**src/rtl/csr_commit_pkg.sv**
```systemverilog
// Shared definitions for the CSR commit back-end: exception code width,
// the codes the commit stage handles specially, and the per-stage record
// carried through E2 and WB.
package csr_commit_pkg;

   localparam int unsigned EXCEPTION_W = 6;

   typedef logic [EXCEPTION_W-1:0] exc_code_t;

   localparam exc_code_t EXCEPTION_INTERRUPT = 6'h20;
   localparam exc_code_t EXCEPTION_FENCE     = 6'h34;

   // Exception code plus its trap value (bad address or opcode).
   typedef struct packed {
      exc_code_t   code;
      logic [31:0] tval;
   } exc_t;

   // One in-flight instruction as held in E2 or WB.
   typedef struct packed {
      logic        valid;
      logic [31:0] pc;
      logic [11:0] waddr;
      logic        write;
      logic [31:0] wdata;
      exc_t        exc;
   } stage_t;

   // A CSR write may commit with no exception or alongside a fence-class
   // redirect; every other (trap-class) code suppresses it.
   function automatic logic write_permitted(input exc_code_t code);
      return (code == '0) || (code == EXCEPTION_FENCE);
   endfunction

endpackage

```
**src/rtl/csr_commit_if.sv**
```systemverilog
// Bus bundle between the issue/E1 pipeline, the CSR unit and csr_commit.
//   slave  : csr_commit side (E1 results, E2 memory fault and control in,
//            csr_writeback_* / squash / interrupt inhibit out)
//   master : the surrounding pipeline / CSR unit side
interface csr_commit_if;
   import csr_commit_pkg::*;

   logic        e1_valid_i;
   logic [31:0] e1_pc_i;
   logic [31:0] e1_opcode_i;
   exc_code_t   e1_exception_i;
   logic [31:0] e1_badaddr_i;
   logic [31:0] csr_result_e1_value_i;
   logic        csr_result_e1_write_i;
   logic [31:0] csr_result_e1_wdata_i;
   exc_code_t   csr_result_e1_exception_i;
   exc_code_t   mem_exception_e2_i;
   logic [31:0] mem_badaddr_e2_i;
   logic        stall_i;
   logic        take_interrupt_i;
   logic        branch_csr_request_i;

   logic        csr_writeback_write_o;
   logic [11:0] csr_writeback_waddr_o;
   logic [31:0] csr_writeback_wdata_o;
   exc_code_t   csr_writeback_exception_o;
   logic [31:0] csr_writeback_exception_pc_o;
   logic [31:0] csr_writeback_exception_addr_o;
   logic        squash_o;
   logic        interrupt_inhibit_o;

   modport slave (
      input  e1_valid_i, e1_pc_i, e1_opcode_i, e1_exception_i, e1_badaddr_i,
             csr_result_e1_value_i, csr_result_e1_write_i, csr_result_e1_wdata_i,
             csr_result_e1_exception_i, mem_exception_e2_i, mem_badaddr_e2_i,
             stall_i, take_interrupt_i, branch_csr_request_i,
      output csr_writeback_write_o, csr_writeback_waddr_o, csr_writeback_wdata_o,
             csr_writeback_exception_o, csr_writeback_exception_pc_o,
             csr_writeback_exception_addr_o, squash_o, interrupt_inhibit_o
   );

   modport master (
      output e1_valid_i, e1_pc_i, e1_opcode_i, e1_exception_i, e1_badaddr_i,
             csr_result_e1_value_i, csr_result_e1_write_i, csr_result_e1_wdata_i,
             csr_result_e1_exception_i, mem_exception_e2_i, mem_badaddr_e2_i,
             stall_i, take_interrupt_i, branch_csr_request_i,
      input  csr_writeback_write_o, csr_writeback_waddr_o, csr_writeback_wdata_o,
             csr_writeback_exception_o, csr_writeback_exception_pc_o,
             csr_writeback_exception_addr_o, squash_o, interrupt_inhibit_o
   );

endinterface

```
**src/rtl/csr_commit.sv**
```systemverilog
// csr_commit: E2/WB back-end of the CSR exec unit. Carries registered E1
// CSR results through E2 and WB, merges fetch, CSR-unit and memory faults
// plus pending interrupts, and drives the csr_writeback_* bus.
//   clk_i  : clock
//   rst_i  : synchronous active-high reset
//   bus    : csr_commit_if.slave (E1 results and control in, writeback out)
// Parameter SUPPORT_INTERRUPT: 1 injects interrupts at E2->WB, 0 ignores
// take_interrupt_i.
module csr_commit
   import csr_commit_pkg::*;
#(
   parameter int unsigned SUPPORT_INTERRUPT = 1
) (
   input logic        clk_i,
   input logic        rst_i,
   csr_commit_if.slave bus
);

   stage_t e2_q, e2_d;
   stage_t wb_q, wb_d;
   exc_t   e1_exc;
   exc_t   e2_exc;
   logic   irq_take;
   logic   commit;
   logic   squash;

   // The earlier-detected exception wins; the later one is taken only when
   // nothing is pending. With neither present the primary tval is kept.
   function automatic exc_t exc_merge(input exc_t primary, input exc_t secondary);
      if ((primary.code != '0) || (secondary.code == '0))
         return primary;
      return secondary;
   endfunction

   // Only the CSR address field of the opcode is carried forward.
   logic unused_opcode_low;
   assign unused_opcode_low = ^bus.e1_opcode_i[19:0];

   assign commit = wb_q.valid & ~bus.stall_i;
   assign squash = (commit & (wb_q.exc.code != '0)) | bus.branch_csr_request_i;

   always_comb begin
      e1_exc   = exc_merge('{code: bus.csr_result_e1_exception_i, tval: bus.csr_result_e1_value_i},
                           '{code: bus.e1_exception_i,            tval: bus.e1_badaddr_i});
      e2_exc   = exc_merge(e2_q.exc,
                           '{code: bus.mem_exception_e2_i, tval: bus.mem_badaddr_e2_i});
      irq_take = (SUPPORT_INTERRUPT != 0) && bus.take_interrupt_i && e2_q.valid
                 && (e2_exc.code == '0);

      e2_d = e2_q;
      wb_d = wb_q;
      // Flush beats stall: both stages empty and E1 is not captured.
      if (squash) begin
         e2_d.valid = 1'b0;
         wb_d.valid = 1'b0;
      end else if (!bus.stall_i) begin
         e2_d.valid = bus.e1_valid_i;
         e2_d.pc    = bus.e1_pc_i;
         e2_d.waddr = bus.e1_opcode_i[31:20];
         e2_d.write = bus.csr_result_e1_write_i;
         e2_d.wdata = bus.csr_result_e1_wdata_i;
         e2_d.exc   = e1_exc;

         wb_d     = e2_q;
         wb_d.exc = e2_exc;
         if (irq_take) begin
            wb_d.exc.code = EXCEPTION_INTERRUPT;
            wb_d.exc.tval = '0;
            wb_d.write    = 1'b0;
         end
      end
   end

   always_ff @(posedge clk_i) begin
      if (rst_i) begin
         e2_q <= '0;
         wb_q <= '0;
      end else begin
         e2_q <= e2_d;
         wb_q <= wb_d;
      end
   end

   assign bus.csr_writeback_write_o          = commit & wb_q.write & write_permitted(wb_q.exc.code);
   assign bus.csr_writeback_waddr_o          = commit ? wb_q.waddr    : '0;
   assign bus.csr_writeback_wdata_o          = commit ? wb_q.wdata    : '0;
   assign bus.csr_writeback_exception_o      = commit ? wb_q.exc.code : '0;
   assign bus.csr_writeback_exception_pc_o   = commit ? wb_q.pc       : '0;
   assign bus.csr_writeback_exception_addr_o = commit ? wb_q.exc.tval : '0;
   assign bus.squash_o                       = squash;

   assign bus.interrupt_inhibit_o =
        (e2_q.valid & ((e2_q.exc.code != '0) | e2_q.write))
      | (wb_q.valid & ((wb_q.exc.code != '0) | wb_q.write))
      | squash;

endmodule

```
**src/flat_wrapper.sv**
```systemverilog
// flat-port wrapper written by rule: the top's interface ports become plain ports
module csr_commit_flat import csr_commit_pkg::*;
#(
   parameter int unsigned SUPPORT_INTERRUPT = 1
)
  (clk_i, rst_i, bus_e1_valid_i, bus_e1_pc_i, bus_e1_opcode_i, bus_e1_exception_i, bus_e1_badaddr_i, bus_csr_result_e1_value_i, bus_csr_result_e1_write_i, bus_csr_result_e1_wdata_i, bus_csr_result_e1_exception_i, bus_mem_exception_e2_i, bus_mem_badaddr_e2_i, bus_stall_i, bus_take_interrupt_i, bus_branch_csr_request_i, bus_csr_writeback_write_o, bus_csr_writeback_waddr_o, bus_csr_writeback_wdata_o, bus_csr_writeback_exception_o, bus_csr_writeback_exception_pc_o, bus_csr_writeback_exception_addr_o, bus_squash_o, bus_interrupt_inhibit_o);
  csr_commit_if bus_i ();
  input logic clk_i;
  input logic rst_i;
  input wire logic [$bits(bus_i.e1_valid_i)-1:0] bus_e1_valid_i;
  input wire logic [$bits(bus_i.e1_pc_i)-1:0] bus_e1_pc_i;
  input wire logic [$bits(bus_i.e1_opcode_i)-1:0] bus_e1_opcode_i;
  input wire logic [$bits(bus_i.e1_exception_i)-1:0] bus_e1_exception_i;
  input wire logic [$bits(bus_i.e1_badaddr_i)-1:0] bus_e1_badaddr_i;
  input wire logic [$bits(bus_i.csr_result_e1_value_i)-1:0] bus_csr_result_e1_value_i;
  input wire logic [$bits(bus_i.csr_result_e1_write_i)-1:0] bus_csr_result_e1_write_i;
  input wire logic [$bits(bus_i.csr_result_e1_wdata_i)-1:0] bus_csr_result_e1_wdata_i;
  input wire logic [$bits(bus_i.csr_result_e1_exception_i)-1:0] bus_csr_result_e1_exception_i;
  input wire logic [$bits(bus_i.mem_exception_e2_i)-1:0] bus_mem_exception_e2_i;
  input wire logic [$bits(bus_i.mem_badaddr_e2_i)-1:0] bus_mem_badaddr_e2_i;
  input wire logic [$bits(bus_i.stall_i)-1:0] bus_stall_i;
  input wire logic [$bits(bus_i.take_interrupt_i)-1:0] bus_take_interrupt_i;
  input wire logic [$bits(bus_i.branch_csr_request_i)-1:0] bus_branch_csr_request_i;
  output wire logic [$bits(bus_i.csr_writeback_write_o)-1:0] bus_csr_writeback_write_o;
  output wire logic [$bits(bus_i.csr_writeback_waddr_o)-1:0] bus_csr_writeback_waddr_o;
  output wire logic [$bits(bus_i.csr_writeback_wdata_o)-1:0] bus_csr_writeback_wdata_o;
  output wire logic [$bits(bus_i.csr_writeback_exception_o)-1:0] bus_csr_writeback_exception_o;
  output wire logic [$bits(bus_i.csr_writeback_exception_pc_o)-1:0] bus_csr_writeback_exception_pc_o;
  output wire logic [$bits(bus_i.csr_writeback_exception_addr_o)-1:0] bus_csr_writeback_exception_addr_o;
  output wire logic [$bits(bus_i.squash_o)-1:0] bus_squash_o;
  output wire logic [$bits(bus_i.interrupt_inhibit_o)-1:0] bus_interrupt_inhibit_o;
  assign bus_i.e1_valid_i = bus_e1_valid_i;
  assign bus_i.e1_pc_i = bus_e1_pc_i;
  assign bus_i.e1_opcode_i = bus_e1_opcode_i;
  assign bus_i.e1_exception_i = bus_e1_exception_i;
  assign bus_i.e1_badaddr_i = bus_e1_badaddr_i;
  assign bus_i.csr_result_e1_value_i = bus_csr_result_e1_value_i;
  assign bus_i.csr_result_e1_write_i = bus_csr_result_e1_write_i;
  assign bus_i.csr_result_e1_wdata_i = bus_csr_result_e1_wdata_i;
  assign bus_i.csr_result_e1_exception_i = bus_csr_result_e1_exception_i;
  assign bus_i.mem_exception_e2_i = bus_mem_exception_e2_i;
  assign bus_i.mem_badaddr_e2_i = bus_mem_badaddr_e2_i;
  assign bus_i.stall_i = bus_stall_i;
  assign bus_i.take_interrupt_i = bus_take_interrupt_i;
  assign bus_i.branch_csr_request_i = bus_branch_csr_request_i;
  assign bus_csr_writeback_write_o = bus_i.csr_writeback_write_o;
  assign bus_csr_writeback_waddr_o = bus_i.csr_writeback_waddr_o;
  assign bus_csr_writeback_wdata_o = bus_i.csr_writeback_wdata_o;
  assign bus_csr_writeback_exception_o = bus_i.csr_writeback_exception_o;
  assign bus_csr_writeback_exception_pc_o = bus_i.csr_writeback_exception_pc_o;
  assign bus_csr_writeback_exception_addr_o = bus_i.csr_writeback_exception_addr_o;
  assign bus_squash_o = bus_i.squash_o;
  assign bus_interrupt_inhibit_o = bus_i.interrupt_inhibit_o;
  csr_commit #(.SUPPORT_INTERRUPT(SUPPORT_INTERRUPT)) u_core (.clk_i(clk_i), .rst_i(rst_i), .bus(bus_i));
endmodule
```
**config.mk**
```make
export PLATFORM = sky130hd
export DESIGN_NAME = csr_commit_flat
export DESIGN_NICKNAME = d
export VERILOG_FILES = /design/src/rtl/csr_commit_pkg.sv /design/src/rtl/csr_commit_if.sv /design/src/rtl/csr_commit.sv /design/src/flat_wrapper.sv
export SDC_FILE = /design/constraint.sdc
export NUM_CORES = 1
export LEC_CHECK = 0
export ABC_AREA = 1
export BUFFER_PORTS_ARGS = -buffer_cell sky130_fd_sc_hd__clkbuf_2
export CAP_MARGIN = 20
export CORE_AREA = 3 3 179 146
export CTS_CLUSTER_SIZE = 16
export DETAILED_ROUTE_END_ITERATION = 8
export DIE_AREA = 0 0 182 149
export PLACE_DENSITY = 0.75
export REMOVE_ABC_BUFFERS = 1
export SYNTH_ARGS = -nofsm -noshare
export SYNTH_HDL_FRONTEND = slang
export SYNTH_SLANG_ARGS = --single-unit
```
**constraint.sdc**
```tcl
create_clock -name clk_i -period 1.7 [get_ports clk_i]
set_input_delay 0.17 -clock clk_i [delete_from_list [all_inputs] [get_ports clk_i]]
set_output_delay 0.17 -clock clk_i [all_outputs]
set_load 0.01 [all_outputs]
```
After elaboration in Yosys (flattened, before gate mapping)

Cells that the tools add are included.

Bits in registers: 232
Memory bits (read-only): 0
Output and inout port bits: 117
RAM bits: 0
Latch bits: 0
Memories kept: 0
Input bits: 217
Logic and storage cells: 55

Bitwise gates (word level): 13
Mux-type cells: 13
Equal/unequal tests: 1
Multipliers: 0
Div/mod/pow operators: 0
Order comparisons: 0
Add/subtract/negate cells: 0
Reduce and logical (&&, ||, !) cells: 14
Shifts and indexed selects: 0

Operator list:

| operator                             | count |
|---|---|
| 38-bit 2-to-1 mux                    | 5 |
| 32-bit 2-to-1 mux                    | 3 |
| 6-bit zero test                      | 4 |
| 6-bit nonzero test                   | 3 |
| 12-bit 2-to-1 mux                    | 1 |
| 1-bit AND                            | 6 |
| 6-bit == test, second input constant | 1 |
| 6-bit 2-to-1 mux                     | 1 |
| 1-bit OR                             | 5 |
| 1-bit logical OR                     | 3 |
| 1-bit 2-to-1 mux                     | 3 |
| 1-bit logical AND                    | 2 |
| 1-bit NOT                            | 2 |
| 2-bit AND reduction                  | 1 |
| 2-bit OR reduction                   | 1 |

Logic depth before layout (Yosys ltp)

Gate-level depths: netlist of run 1.

Word-level depth: 7
Mapped depth: 10

Least setup slack after synthesis of run 1

OpenSTA, ideal clock, no wires.

Path type: register -> register
Start: reg u_core.e2_q[33] (netlist name)
End: reg u_core.wb_q[22] (netlist name)
Data arrival time: 1.334 ns
Path buffers: 1
Cell stages (with the launch flop): 11
Slack: 0.295 ns
Clock period less this slack: 1.405 ns
Data required time: 1.629 ns
Path through: dfxtp_1 -> nor2_1 -> nand2_1 -> nor2_4 -> nand2_4 -> o21ai_2 -> inv_1 -> nand3_2 -> buf_4 -> nand2_1 -> a21oi_2

Cells in the longest elaborated chain, start to end: 7

RTL lines:

| item                   | RTL line         | RTL |
|---|---|---|
| from (decl)            | csr_commit.sv:19 | `stage_t e2_q, e2_d;` |
| from (signal assigned) | csr_commit.sv:76 | `e2_q <= '0;` |
| from (signal assigned) | csr_commit.sv:79 | `e2_q <= e2_d;` |
| 6-bit nonzero test     | csr_commit.sv:30 | `if ((primary.code != '0) \|\| (secondary.code == '0))` |
| 1-bit logical OR       | csr_commit.sv:30 |  |
| 1-bit 2-to-1 mux       | csr_commit.sv:30 |  |
| 38-bit 2-to-1 mux *    | csr_commit.sv:32 | `return secondary;` |
| 6-bit zero test        | csr_commit.sv:48 | `&& (e2_exc.code == '0);` |
| 1-bit logical AND      | csr_commit.sv:48 |  |
| 38-bit 2-to-1 mux *    | csr_commit.sv:66 | `if (irq_take) begin` |
| to (signal assigned)   | csr_commit.sv:80 | `wb_q <= wb_d;` |
| to (decl)              | csr_commit.sv:20 | `stage_t wb_q, wb_d;` |

Every way passes the cells marked *; elsewhere a longest branch is shown, timed or not. The select of a mux whose other input is x is not followed.
A chain may end at the register's enable or synchronous reset.

Worst setup path after layout of run 1

Start: reg u_core.wb_q[115] (netlist name)
End: reg u_core.e2_q[80] (netlist name)

Cells in the longest elaborated chain, start to end: 5

RTL lines:

| item                          | RTL line         | RTL |
|---|---|---|
| 1-bit AND                     | csr_commit.sv:39 | `assign commit = wb_q.valid & ~bus.stall_i;` |
| 1-bit AND                     | csr_commit.sv:40 | `assign squash = (commit & (wb_q.exc.code != '0)) \| bus.branch_csr_request_i;` |
| 1-bit OR                      | csr_commit.sv:40 |  |
| 1-bit NOT (no line)           | -                |  |
| 2-bit AND reduction (no line) | -                |  |

No other way between the ends.

==> impl_results.md, run 1 <==
- Critical path class: flop to flop
- Layout Cells excl Fill: 2202
- Critical Path Start Type: flop
- Min cycle time layout: 1.85 ns
- Multiplexer share of the synthesized area: 0.206%
- Die X: 182 um
- Post-synthesis simple-gate area fraction: 20.6%
- First-pass GRT wire length: 58.0 mm
- Antenna viol nets, final: 0
- Req. time, crit path: 2.12 ns
- Register bit total from synthesis: about 230
- Pleak: roughly 0.0066 uW
- HPWL Detailed: ~18 mm
- Placed insts: 1925
- XOR/XNOR Fraction of Synth Area: 0%
- Root Driver: clkbuf_16
- WHS: -0.0217 ns
- Share of cells above drive strength 1: 34.3%
- Hold WC Path Type: input port to flop
- Htree depth: 1
- Vias per cell: approximately 5.6
- Slack of the critical path: -0.150 ns
- Main combinational cell family by area after synthesis: compound AO/OA/AOI/OAI gates
- Worst-Skew Late Latency: 0.53 ns
- # setup viols final: 224
- Initial DRC Count: 1105
- Fillers: 1712
- Clock Tree Buf Depth: 3
- IO buf count: 313
- CP endpoint kind: flop
- Total congestion overflow: 0
- Register area share after synthesis: 47.8%
- Synth warn: 0
- Die Y-Extent: roughly 150 um
- HP Start: bus_e1_exception_i[1]
- Hold path endpoint: u_core.e2_q[33]
- Nets: 2081
- Initial antenna violation count: 1
- Outcome: finished, violations left
- R2r endpoint: u_core.e2_q[80]
- Fmax: around 0.54 GHz
- Final wirelength: 47.2 mm
- Setup Skew: 0.0115 ns
- Max IR drop VDD: between 0.6 and 0.7 mV
- RSZ-0062 raised after global routing: true
- CP max FO: 16
- Flop2flop setup slack: -0.15 ns
- IO Count: 334
- WP data arrival: 2.27 ns
- Worst Hold Path Cells: 3
- Global placer's final weighted congestion: 0.828
- Sink Count: around 230
- Cells after Synth: around 1400
- Worst slew margin: 52.9%
- Row Count: 51
- Worst R2R Path Depth: 9
- Starting density of the core: 39.8%
- Wire length per cell: around 21 um
- Commonest non-fill, non-tap cell in the layout: nand2_1
- Area growth syn-to-layout: 65.8%
- Final Hold Viols: 1
- Count of cell types in the netlist: 28
- Mapped Area: 9710 um^2
- MaxCap Viol Count: 0
- Number of vias in the routed layout: 12300
- Total GRT Usage: 26.2%
- Failing checks: hold timing, setup timing
- Synth Area in Adders: 0%
- Largest net degree at the start of global routing: 130
- Most frequent cells in the layout: 343 x nand2_1, 285 x clkbuf_2, 222 x dfxtp_1
- Core box area: 24400 um^2
- Worst slew pin tran: approximately 0.7 ns
- Total die area: 27100 um^2
- Pre-antenna DRT Iters: 7
- P per Cell Area: between 800 and 900 nW/um^2
- TritonCTS Buffers: 24
- Synth Area in Compound Gates: 21.3%
- CTS tree: done
- Number of remaining DRC errors: 0
- Vias in the first global route: between 10000 and 15000
- Reg2reg start: u_core.wb_q[115]
- Avg Inst Size Synth: 7.07 um^2
- Overall power: about 14000 uW
- Clock Pin Slew Worst Setup and Hold Paths: about 0.070 ns
- Final Max Tran Viols: 0
- Fin crit share: 109%
synth_stat cells:
cell type / number / area share, %
a21oi_1: 211 / 11
a21oi_2: 19 / 1.7
a31oi_1: 35 / 2.3
buf_1: 3 / 0.12
buf_2: 30 / 1.5
buf_4: 10 / 0.77
buf_6: 2 / 0.23
clkbuf_1: 58 / 2.2
dfxtp_1: 232 / 48
inv_1: 127 / 4.9
inv_2: 6 / 0.23
mux2i_1: 2 / 0.21
nand2_1: 360 / 14
nand2_2: 1 / 0.064
nand2_4: 2 / 0.23
nand3_1: 7 / 0.36
nand3_2: 1 / 0.10
nand3_4: 1 / 0.18
nand3b_1: 1 / 0.077
nand4_1: 2 / 0.13
nor2_1: 136 / 5.3
nor2_4: 1 / 0.12
nor3_1: 2 / 0.10
nor3_2: 1 / 0.10
o21ai_0: 119 / 6.1
o21ai_1: 3 / 0.15
o21ai_2: 1 / 0.090
o31ai_1: 1 / 0.077
logic make-up (layout without fill, tap and decap cells):
family                 Yosys count  after routing
multiplexers                     2              2
buffers and inverters          236            742
other                            0              3
AND/OR/NAND/NOR                515            516
flip-flops                     232            232
AO/OA/AOI/OAI                  389            389
layer usage:
metal  wire length [um]  track usage, %  up-vias
li1                   -               -     5386
met1              17300            31.6     5576
met4               3260            11.1        0
met5                  0               0        -
met3               5030            5.80      306
met2              21600            45.2     1049
worst max-delay path, cell delays in order, from the launching register on:
cell and delay [ns]:
dfxtp_4 0.43, nand2_8 0.12, inv_2 0.10, nand2_2 0.09, nand3_4 0.08, buf_12 0.20
buf_6 0.19, clkbuf_16 0.20, nand2_1 0.08, a21oi_1 0.26
power breakdown:
group / leakage (uW) / switching (uW) / internal [uW]
sequential: 0.00191 / 167 / 5740
combinational: 0.00430 / 1260 / 1060
clock: 0.000401 / 2270 / 3380
per-stage QoR:
step	utilization (%)	area, um^2	setup TNS [ns]	worst slack [ns]	hold slack (ns)
2_1_floorplan	-	9240	-569.00	-3.28	0.232
3_3_place_gp	47.5	11600	0	0.0636	0.402
3_5_place_dp	47.5	11600	-0.304	-0.0348	0.407
4_1_cts	60.1	14600	-4.23	-0.0635	0.000588
5_1_grt	66.0	16100	-32.08	-0.227	0.0239
6_report	66.1	16100	-8.62	-0.150	-0.0217
layout make-up:
cell class | count | area [um^2] | share of cell area, %
antenna | 3 | 7.51 | 0.0466
clock buffer | 32 | 672 | 4.17
clock inverter | 11 | 163 | 1.01
inverter | 133 | 534 | 3.32
multi-input combinational | 907 | 4760 | 29.6
sequential | 232 | 4670 | 29.0
tap | 318 | 398 | 2.47
timing repair buffer | 566 | 4890 | 30.4
worst max-delay path by stage:
stage | from | endpoint | slack, ns | depth (start not counted)
final | u_core.wb_q[115] | u_core.e2_q[80] | -0.15 | 9
after global routing | u_core.wb_q[35] | u_core.e2_q[80] | -0.23 | 10
after CTS | u_core.wb_q[115] | bus_csr_writeback_exception_addr_o[15] | -0.06 | 4
after detailed placement | u_core.wb_q[32] | u_core.e2_q[111] | -0.03 | 9
after global placement | u_core.e2_q[33] | u_core.wb_q[5] | 0.06 | 10
after floorplan | u_core.wb_q[115] | u_core.e2_q[34] | -3.28 | 7
state kept, by name, summed over array words and instances, names as in the netlist:
register,flops
u_core.e2_q,116
u_core.wb_q,116
what timing repair did:
action | CTS | global route
gates cloned | 8 | 29
hold buffers | 176 | 0
buffers inserted | 10 | 10
setup endpoints to repair | 182 | 333
hold endpoints to repair | 138 | 0
pin swaps | 7 | 20
gates resized for setup | 96 | 278
Note: power is estimated with default switching activity, not from simulation.
==> inputs of run 2 (changes only) <==
BUFFER_PORTS_ARGS = default   (was -buffer_cell sky130_fd_sc_hd__clkbuf_2)
DONT_BUFFER_PORTS = 1   (was default)
PLACE_DENSITY = 0.64   (was 0.75)
==> run 2 against run 1 <==
  * The run still ends with hold timing, setup timing left
  * Power decreased by 5.8%
  * Critical path depth unchanged
  * Non-clock buffer count decreased by 344
  * Largest cell class is now multi-input combinational cells
  * Highest routed layer unchanged
==> impl_results.md, run 2 (synthesized netlist as in run 1, its figures left out) <==
- Outcome: finished, violations left
- Failing checks: hold timing, setup timing
- RSZ-0062 raised after global routing: true
- Core box area: 24400 um^2
- Critical path class: flop to flop
- Most used cell, CP: buf_12
- Root Driver: clkbuf_16
- Worst Path Buf+Inv: 3
- Req. time, crit path: 2.13 ns
- Starting density of the core: between 30% and 40%
- Clock Tree Buf Depth: 3
- Area growth syn-to-layout: 50.1%
- IO buf count: 0
- Register area: 4650 um^2
- WHS: -0.287 ns
- # setup viols final: 35
- IO Count: 334
- CP endpoint kind: flop
- TritonCTS Buffers: 24
- Worst slew margin: 45.4%
- Cell family with most CP delay: simple AND/OR/NAND/NOR gates
- First-pass GRT wire length: 45.0 mm
- Wire length per cell: about 22 um
- Die Y-Extent: 149 um
- Number of remaining DRC errors: 0
- WP data arrival: 2.25 ns
- Fillers: 2016
- Commonest non-fill, non-tap cell in the layout: nand2_1
- Total die area: 27100 um^2
- Area after DPL: 10300 um^2
- Die X: 182 um
- Worst slew pin tran: 0.820 ns
- Final Hold Viols: 112
- Most frequent cells in the layout: 311 x nand2_1, 229 x dfxtp_1, 140 x a21oi_1
- Area of the multi-input gates: ~5300 um^2
- CP max stage delay: 0.32 ns
- Nets: 1738
- Max IR drop VDD: 0.701 mV
- CP max-delay cell: dfxtp_2
- Flop2flop setup slack: -0.13 ns
- Vias per cell: 5.59
- Total GRT Usage: 20.1%
- Min cycle time layout: about 1.8 ns
- Total congestion overflow: 0
- CTS tree: done
- Fin crit share: 107%
- Initial antenna violation count: 0
- Htree depth: 1
- Slack of the critical path: -0.127 ns
- Hold WC Path Type: input port to flop
- CP Cell Sequence: nor2_2 > nand4_1 > nand2_2 > nand3_4 > inv_8 > buf_12 > buf_12 > o21ai_0 > a31oi_1
- Final wirelength: between 40 and 50 mm
- Row Count: 51
- Regs by FF count: u_core.e2_q: 116 flops, u_core.wb_q: 116 flops
- Inserted Diodes: 0
- Global placer's final weighted congestion: 0.841
- Share of cells above drive strength 1: 30.7%
- Setup Skew: 0.0106 ns
- Clock Pin Slew Worst Setup and Hold Paths: 0.07 ns
- Largest net degree at the start of global routing: 121
- Pre-antenna DRT Iters: 6
- P per Cell Area: 897 nW/um^2
- Vias in the first global route: between 8000 and 9000
- Worst-Skew Late Latency: between 0.5 and 0.6 ns
- Sink Count: 232
- Final Max Tran Viols: 0
- HPWL Detailed: about 17 mm
- Cts hold-fix bufs: between 70 and 80
- Antenna viol nets, final: 0
- Critical Path Start Type: flop
- Pleak: 0.00547 uW
- Fmax: between 0.5 and 0.6 GHz
- Initial DRC Count: between 700 and 800
- MaxCap Viol Count: 0
- Number of vias in the routed layout: 10400
- CP max FO: 8
- Final instance area: 14600 um^2
run 2: worst reg2reg max path, cell delays in order, from the launching register on:
cell,delay (ns)
dfxtp_2,0.32
nor2_2,0.12
nand4_1,0.15
nand2_2,0.16
nand3_4,0.17
inv_8,0.16
buf_12,0.17
buf_12,0.14
o21ai_0,0.08
a31oi_1,0.27
run 2: what timing repair did:
action,in CTS,in global routing
setup buffers,0,21
pin swaps,0,51
gates resized for setup,31,427
cloned,2,56
hold endpoints to repair,152,112
endpoints found under the setup margin,116,267
run 2: path summary, 6_finish.rpt:
check / start / depth (start not counted) / end
max: u_core.wb_q[33] / 9 / u_core.e2_q[29]
min: rst_i / 1 / u_core.e2_q[47]
max reg2reg: u_core.wb_q[33] / 9 / u_core.e2_q[29]
min reg2reg: u_core.wb_q[39] / 2 / u_core.wb_q[39]
run 2: routing by layer:
layer	up-vias	part of all wire, %	GRT usage [%]
met5	-	0	0
met2	647	47	33.1
met1	4861	39	25.8
met4	0	4.9	6.32
li1	4693	-	-
met3	159	9.7	5.44
run 2: metrics by stage:
stage          total power [uW]  setup TNS (ns)  std cells  setup WS (ns)  util (%)
2_1_floorplan              6680         -569.00       1271          -3.28         -
3_3_place_gp               6980               0       1656         0.0421      42.2
3_5_place_dp               7010               0       1656         0.0359      42.2
4_1_cts                   12300           -7.01       1777         -0.113      49.3
5_1_grt                   13500          -19.10       1853         -0.249      59.8
6_report                  13100          -0.947       1853         -0.127      59.8
run 2: power breakdown:
part	internal, uW	switching [uW]	total (uW)
registers	5740	163	5900
logic	891	1100	2000
clock network	2960	2220	5180
total	9590	3490	13100
run 2: final cells by class:
type | count | share of cell area, %
clock buffer | 33 | 4.70
timing repair buffer | 222 | 20.5
inverter | 133 | 3.50
tap | 318 | 2.73
sequential | 232 | 31.9
multi-input combinational | 908 | 36.1
clock inverter | 7 | 0.515
